$ cat src/rtl/intf_rr_arbiter.sv
// Packet-level round-robin arbiter: N_REQ valid/ready requesters share one W-bit channel.
// A grant is held from a packet's first beat through its last beat, so packets never interleave.
module intf_rr_arbiter #(
    parameter int unsigned N_REQ = 4,
    parameter int unsigned W     = 8
) (
    input  logic                     clk,
    input  logic                     rst_n,
    input  logic [N_REQ-1:0]         req_valid,
    input  logic [N_REQ*W-1:0]       req_data,
    input  logic [N_REQ-1:0]         req_last,
    output logic [N_REQ-1:0]         req_ready,
    output logic                     out_valid,
    output logic [W-1:0]             out_data,
    output logic                     out_last,
    input  logic                     out_ready,
    output logic [$clog2(N_REQ)-1:0] grant_id,
    output logic                     busy
);

    localparam int unsigned IdW = $clog2(N_REQ);

    typedef enum logic [0:0] {
        StIdle,
        StLock
    } state_e;

    state_e         state_q, state_d;
    logic [IdW-1:0] grant_id_q, grant_id_d;
    logic [IdW-1:0] ptr_q, ptr_d;

    logic           pick_found;
    logic [IdW-1:0] pick_idx;
    logic           last_fire;

    // Round-robin pick: requesters above ptr take priority, then wrap to 0..ptr.
    always_comb begin
        pick_found = 1'b0;
        pick_idx   = '0;
        for (int unsigned i = 0; i < N_REQ; i++) begin
            if (!pick_found && req_valid[i] && (IdW'(i) > ptr_q)) begin
                pick_found = 1'b1;
                pick_idx   = IdW'(i);
            end
        end
        for (int unsigned i = 0; i < N_REQ; i++) begin
            if (!pick_found && req_valid[i] && (IdW'(i) <= ptr_q)) begin
                pick_found = 1'b1;
                pick_idx   = IdW'(i);
            end
        end
    end

    assign last_fire = (state_q == StLock) && out_valid && out_ready && out_last;

    // State register
    always_ff @(posedge clk or negedge rst_n) begin
        if (!rst_n) begin
            state_q    <= StIdle;
            grant_id_q <= '0;
            ptr_q      <= IdW'(N_REQ - 1);
        end else begin
            state_q    <= state_d;
            grant_id_q <= grant_id_d;
            ptr_q      <= ptr_d;
        end
    end

    // Next-state logic
    always_comb begin
        state_d    = state_q;
        grant_id_d = grant_id_q;
        ptr_d      = ptr_q;
        unique case (state_q)
            StIdle: begin
                if (pick_found) begin
                    grant_id_d = pick_idx;
                    state_d    = StLock;
                end
            end
            StLock: begin
                if (last_fire) begin
                    ptr_d   = grant_id_q;
                    state_d = StIdle;
                end
            end
            default: state_d = StIdle;
        endcase
    end

    // Output logic: only the granted lane is ever selected, so X on other lanes stays out.
    always_comb begin
        out_valid = 1'b0;
        out_data  = '0;
        out_last  = 1'b0;
        req_ready = '0;
        if (state_q == StLock) begin
            for (int unsigned i = 0; i < N_REQ; i++) begin
                if (grant_id_q == IdW'(i)) begin
                    out_valid    = req_valid[i];
                    out_data     = req_data[i*W +: W];
                    out_last     = req_last[i];
                    req_ready[i] = out_ready;
                end
            end
        end
    end

    assign busy     = (state_q == StLock);
    assign grant_id = grant_id_q;

    a_ready_onehot: assert property (@(posedge clk) disable iff (!rst_n)
        $onehot0(req_ready));
    a_valid_needs_busy: assert property (@(posedge clk) disable iff (!rst_n)
        out_valid |-> busy);
    a_grant_held: assert property (@(posedge clk) disable iff (!rst_n)
        (busy && !last_fire) |=> (busy && $stable(grant_id)));
    a_idle_after_last: assert property (@(posedge clk) disable iff (!rst_n)
        last_fire |=> !busy);

endmodule
$ cat config.mk
export PLATFORM = sky130hd
export DESIGN_NAME = intf_rr_arbiter
export DESIGN_NICKNAME = d
export VERILOG_FILES = /design/src/rtl/intf_rr_arbiter.sv
export SDC_FILE = /design/constraint.sdc
export NUM_CORES = 1
export LEC_CHECK = 0
export ABC_CLOCK_PERIOD_IN_PS = 2600
export CAP_MARGIN = 20
export CORE_AREA = 2 2 48 50
export DETAILED_ROUTE_END_ITERATION = 8
export DIE_AREA = 0 0 50 52
export PLACE_DENSITY = 0.94
export SETUP_SLACK_MARGIN = 0.02
export SYNTH_ARGS = -nofsm -noshare
export SYNTH_HDL_FRONTEND = slang
export SYNTH_SLANG_ARGS = --single-unit
$ cat constraint.sdc
create_clock -name clk -period 2.6 [get_ports clk]
set_input_delay 0.26 -clock clk [delete_from_list [all_inputs] [get_ports clk]]
set_output_delay 0.26 -clock clk [all_outputs]
set_load 0.1 [all_outputs]
==> impl_results.md, run 1 <==
- CP Class: reg2out
- Clock transition at the registers of the reported paths: 40 ps
- # IOs: 60
- Worst setup SP type: flip-flop
- Largest net degree at the start of global routing: 20
- Cell Chain, Critical Path: mux4_1, and2_1, buf_12
- Critical path's top delay family: flip-flops
- CP peak stage delay: around 810 ps
- Post-route minimum period: 2320 ps
- Post-Syn Area: 636 sq um
- Post-CTS setup buffer count: 0
- Antenna violations before repair: 0
- Post-route cell area: 1410 sq um
- Clock latency on the worst-skew pair: between 200 and 250 ps
- Status: finished, final reports clean
- Worst-margin pin slew: 740 ps
- CP max FO: 14
- Gates resized, CTS repair: 0
- FF-to-FF path depth: 3
- Worst path bufs/invs: 1
- Root Buffer: clkbuf_4
- Row count: 17
- Synth unique cells: 25
- Setup Viol. Count Final: 0
- H-Tree Depth: 1
- CTS tree: yes
- Final #Nets: 165
- Instance count on the critical path: 3
- ANT cells: 0
- Fin. Hold Viols: 0
- YS warnings: 0
- Total GRT Usage: 21.9%
- Clock sink count: 5
- Critical Path Sink: out_data[4]
- Port-buffer cells: 59
- RR Startpoint: grant_id[0]
- Slowest-stage cell, CP: dfrtp_1
- Vias in the first global route: approximately 780
- Avg Inst Size Synth: 10.3 sq um
- Initial core utilization: 30.2%
- Width of the die: 50 microns
- Post-Synthesis Cells: 62
- Critical path launch point: grant_id[0]
- CP Capture Type: primary output
- Hold_buf cts: 0
- DRC Markers: 0
- Final wirelength: 2.67 mm
- CP arrival: ~2100 ps
- Initial detailed-routing violation count: 5
- Die area: roughly 2600 sq um
- GPL Wtd Cong: about 0.77
- Worst hold path class: in2async
- Clk buf depth: 2
- Max Cap Viol: 0
- Post-synthesis sequential element count: 5
- Final Max Slew Viols: 0
- Clk_skew: 1.53 ps
- Tcrit/Tclk final: between 80 and 90%
- Sequential share of the synthesized area: 20.1%
- GR Overflow Total: 0
- Core area: about 2100 sq um
- Height of the die: 52 microns
- FMAX: 0.431 GHz
- Synth Net Count: 105
- Number of CTS-inserted buffers: 3
- Slew margin rel.: 50.6%
- Detail Placement HPWL: 2.27 mm
- Area Overhead vs Synth: 121%
- WL/cell: ~18 microns
- RSZ-0062 raised after global routing: false
- Post-route ant nets: 0
- Post-DR vias/cell: 5.13
- First-pass GRT wire length: 4.20 mm
- Vias post-DR: 765
- Worst Path Required: 2340 ps
- Drt pass-1 iters: 4
- R2r setup slk: ~630 ps
- Layout cells sized above 1: 35.5%
- Post-DP Area: 1380 sq um
- Critical R2R Capture: ptr_q[1]
-- metrics by stage --
stage                     worst slack (ps)  setup TNS [ps]  hold WS (ps)  util, %  std cells
final                                  279               0           242     66.8        149
after global routing                   140               0           249     66.8        149
after CTS                              251               0           243     66.8        149
after detailed placement               508               0           495     65.5        145
after global placement                 553               0           484     65.5        145
after floorplan                       -219            -438         -35.6        -         62
-- sequential cells by signal, indices dropped and copies added (netlist names) --
register,count
ptr_q,2
busy,1
grant_id,2
-- final cells by class --
class	instances	area, sq um
fill	145	699
sequential	5	128
inverter	3	11.3
timing repair buffer	60	706
tap	28	35.0
multi-input combinational	49	500
clock buffer	4	26.3
-- worst min path at each step --
stage | end | slack, ps | depth (start not counted)
3_3_place_gp | busy | 480 | 1
3_5_place_dp | grant_id[1] | 490 | 1
6_report | grant_id[1] | 240 | 1
5_1_grt | grant_id[0] | 250 | 1
4_1_cts | grant_id[1] | 240 | 1
2_1_floorplan | busy | -40 | 0
-- logic make-up (layout without fill, tap and decap cells) --
| logic type | Yosys count | after routing | share of synthesized area, % |
|---|---|---|---|
| AO/OA/AOI/OAI | 10 | 10 | 11.0 |
| buffers and inverters | 8 | 67 | 6.50 |
| flip-flops | 5 | 5 | 20.1 |
| multiplexers | 11 | 11 | 38.4 |
| AND/OR/NAND/NOR | 28 | 28 | 24.0 |
-- cell usage in the layout (no fill, tap or decap), types with 2 or more instances in the layout --
master and instances:
buf_12 12, o21ai_0 4, nand2_1 4, nor3_4 2, mux4_2 9, dfrtp_1 3, and2_2 5, buf_4 6
clkbuf_4 3, clkdlybuf4s50_1 42, and2_1 5, nor2b_1 2, inv_1 3, dfstp_2 2, nor2_2 2, nor2_1 4
-- routing by layer --
layer  routed length [microns]  share of wire (%)  up-vias  GRT usage [%]
li1                          -                  -      354              -
met5                         0                  0        -              0
met3                       197                7.4        0           4.31
met1                      1080                 41      369           28.3
met2                      1390                 52       42           38.6
met4                         0                  0        0           2.78
-- cells in the mapped netlist --
| master | n | area share (%) |
|---|---|---|
| o41a_1 | 1 | 1.8 |
| nand3_1 | 1 | 0.79 |
| nand4_2 | 1 | 2.0 |
| inv_1 | 3 | 1.8 |
| nand2b_1 | 1 | 0.98 |
| dfrtp_1 | 3 | 12 |
| mux4_1 | 1 | 4.1 |
| nor4_1 | 1 | 0.98 |
| buf_6 | 1 | 1.8 |
| mux2_4 | 1 | 2.4 |
| a2111oi_0 | 1 | 1.4 |
| o41ai_1 | 1 | 1.4 |
| a21boi_1 | 1 | 1.2 |
| clkbuf_1 | 3 | 1.8 |
| dfstp_2 | 2 | 8.3 |
| buf_4 | 1 | 1.2 |
| mux4_2 | 9 | 32 |
| nor2b_1 | 2 | 2.0 |
| and2_1 | 10 | 9.8 |
| nor2_1 | 6 | 3.5 |
| o31a_1 | 1 | 1.4 |
| o21ai_0 | 4 | 3.1 |
| nand2_1 | 4 | 2.4 |
| a21oi_1 | 1 | 0.79 |
| nor3_1 | 2 | 1.6 |
Power of run 1 is not shown: default switching activity piles up to over one toggle a cycle in this logic, so the estimate is an artifact.
==> run 2, diff against run 1 <==
- ABC_AREA: unset -> 1
- CORE_AREA: 2 2 48 50 -> 2 2 49 51
- DIE_AREA: 0 0 50 52 -> 0 0 51 53
==> run 2 against run 1 <==
Effect of this change:
- flip-flop and latch count did not move
- critical path depth rose by 4
- clock-buffer cell count did not move
- wire length rose by 18%
==> impl_results.md, run 2 <==
- Width of the die: 51 microns (+2.0%)
- Final #Nets: 232 (+41%)
- Clock sink count: 5 (unchanged)
- Worst setup SP type: flip-flop
- Setup TNS: 0 ps (unchanged)
- Post-synthesis compound-gate area fraction: 28.4% (+17 points)
- Mux cell area share after synthesis: 0% (-38 points)
- Clk_skew: 0.420 ps (-1.11 ps)
- CP Capture Type: primary output
- Post-Syn Area: 699 sq um (+10%)
- Tcrit/Tclk final: 84.5% (-4.7 points)
- Drt pass-1 iters: 4 (unchanged)
- Core area: 2150 sq um (+2.0%)
- Post-DR vias/cell: 5.18 (+0.90%)
- Share of flip-flops with an asynchronous set or reset: 100% (unchanged)
- Worst Path Required: 2340 ps (about the same)
- Post-synth EDFFs: 0 (unchanged)
- Gates resized, CTS repair: 0 (unchanged)
- Share of the synthesized area in the top cell type: 23.1% (-8.8 points)
- Final Max Slew Viols: 0 (unchanged)
- Antenna violations before repair: 0 (unchanged)
- Top post-synthesis cells by area: nand2_1, dfrtp_1, o21ai_1
- Adder-cell share of the synthesized area: 0% (unchanged)
- Commonest non-fill, non-tap cell in the layout: nand2_1
- WL/cell: 14.6 microns (-18%)
- Final wirelength: 3.16 mm (+18%)
- Status: finished, final reports clean
- Vias post-DR: 1119 (+46%)
- RSZ-0062 raised after global routing: false
- Area Overhead vs Synth: 113%
- Sequential share of the synthesized area: 18.2% (-1.8 points)
- YS warnings: 0 (unchanged)
- Final hold slack: 238 ps (-4.01 ps)
- FMAX: 0.455 GHz (+5.6%)
- Die area: 2700 sq um (+4.0%)
- Cell with the most instances after synthesis: nand2_1
- Highest Signal Layer: met4
- Layout cells sized above 1: 22.3% (-13 points)
- Hold_buf cts: 0 (unchanged)
- # IOs: 60 (unchanged)
- Worst hold path class: in2async
- Initial detailed-routing violation count: 29 (+24)
- Synth Net Count: 170 (+62%)
- Vias in the first global route: 1071 (+38%)
- Largest net degree at the start of global routing: 16 (-20%)
- Placed cell count: 212 (+46%)
- Total GRT Usage: 23.3% (+1.4 points)
- Initial core utilization: 32.6% (+2.4 points)
- CP arrival: 1940 ps (-120 ps)
- Post-Synth XOR/XNOR Area: 0% (unchanged)
- CP max FO: 15 (+1)
- Synth cell count leaders: nand2_1, nor2_1, o21ai_1
- Final cell count without fillers: 216 (+45%)
- Number of CTS-inserted buffers: 3 (unchanged)
- Top FF cell, synth: dfrtp_1
- Height of the die: 53 microns (+1.9%)
- Fin. Hold Viols: 0 (unchanged)
- Commonest cells after routing, fill and taps aside: nand2_1, clkdlybuf4s50_1, nor2_1
- Post-Synth Simple-Gate Area: 41.0% (+17 points)
- Slew margin rel.: 66.5% (+16 points)
- Met2 Wirelength: 1.52 mm (+9.9%)
- Clock latency on the worst-skew pair: 240 ps (about the same)
- Row count: 17 (unchanged)
- First-pass GRT wire length: 4.71 mm (+12%)
- Clock transition at the registers of the reported paths: 40 ps (about the same)
- CTS tree: yes
- DRC Markers: 0 (unchanged)
- M1 WL: 1.25 mm (+15%)
- GR Overflow Total: 0 (unchanged)
- Post-synthesis sequential element count: 5 (unchanged)
- Post-route cell area: 1490 sq um (+5.9%)
- Detail Placement HPWL: 2.54 mm (+12%)
- Setup Viol. Count Final: 0 (unchanged)
- Synth unique cells: 23 (-8.0%)
- Clk buf depth: 2 (unchanged)
- Post-DP Area: 1460 sq um (+6.0%)
- Port-buffer cells: 59 (unchanged)
- Post-Synthesis Cells: 127 (+100%)
- H-Tree Depth: 1 (unchanged)
- GPL Wtd Cong: 0.836 (+8.3%)
- ANT cells: 0 (unchanged)
- Post-route ant nets: 0 (unchanged)
- Post-CTS setup buffer count: 0 (unchanged)
- Largest family of logic cells by synthesized area: simple AND/OR/NAND/NOR gates
- CP Class: reg2out
- Met3 wire len: 282 microns (+43%)
- Avg Inst Size Synth: 5.51 sq um (-46%)
- Worst-margin pin slew: 503 ps (-237 ps)
- Max Cap Viol: 0 (unchanged)
- Root Buffer: clkbuf_4
- Post-route minimum period: 2200 ps (-123 ps)
- Yosys top cell by area: nand2_1
run 2: cell count changes in the layout (fill, tap and decap cells not counted), moves of 5 or more:
cell,delta
mux4_2,-9
o21ai_1,+12
inv_1,+7
nand2_1,+39
nand3_1,+6
and2_1,-5
nor2_1,+9
and2_2,-5
a21oi_4,+7
run 2: path summary, 6_finish.rpt:
check	start	endpoint	slack, ps	depth (start not counted)
setup / recovery	grant_id[1]	out_data[3]	400	7
hold / removal	rst_n	busy	240	1
setup reg to reg	grant_id[1]	busy	900	7
hold reg to reg	ptr_q[0]	ptr_q[0]	490	2
max in group asynchronous	rst_n	ptr_q[1]	2110	1
min in group clk	ptr_q[0]	ptr_q[0]	490	2
run 2: cells by family after synthesis:
| family | Yosys count |
|---|---|
| simple gates | 70 |
| compound gates | 34 |
| buf+inv | 18 |
| flops | 5 |
run 2: layer usage:
layer / up-vias / global-route usage (%)
li1: 538 / -
met1: 500 / 25.9
met2: 69 / 41.6
met3: 12 / 4.52
met4: 0 / 12.6
met5: - / 0
run 2: worst max-delay path, cell delays in order, from the launching register on:
cell and delay [ps]:
dfrtp_1 650, inv_2 170, nand2_1 190, nor2_1 60
o21ai_1 110, o21ai_1 130, a21oi_4 180, buf_12 190
run 2: final cells by class:
type / count / area, sq um
Tap cell: 28 / 35.0
Inverter: 16 / 67.6
Clock buffer: 4 / 26.3
Timing Repair Buffer: 59 / 673
Fill cell: 150 / 659
Sequential cell: 5 / 128
Multi-Input combinational cell: 104 / 559
run 2: per-stage QoR:
step | worst slack (ps) | util (%)
after floorplan | -311 | -
final | 402 | 69.3
after global placement | 828 | 68.1
after global routing | 303 | 69.3
after CTS | 438 | 69.3
after detailed placement | 712 | 68.1
Power of run 2 is left out for the same reason.
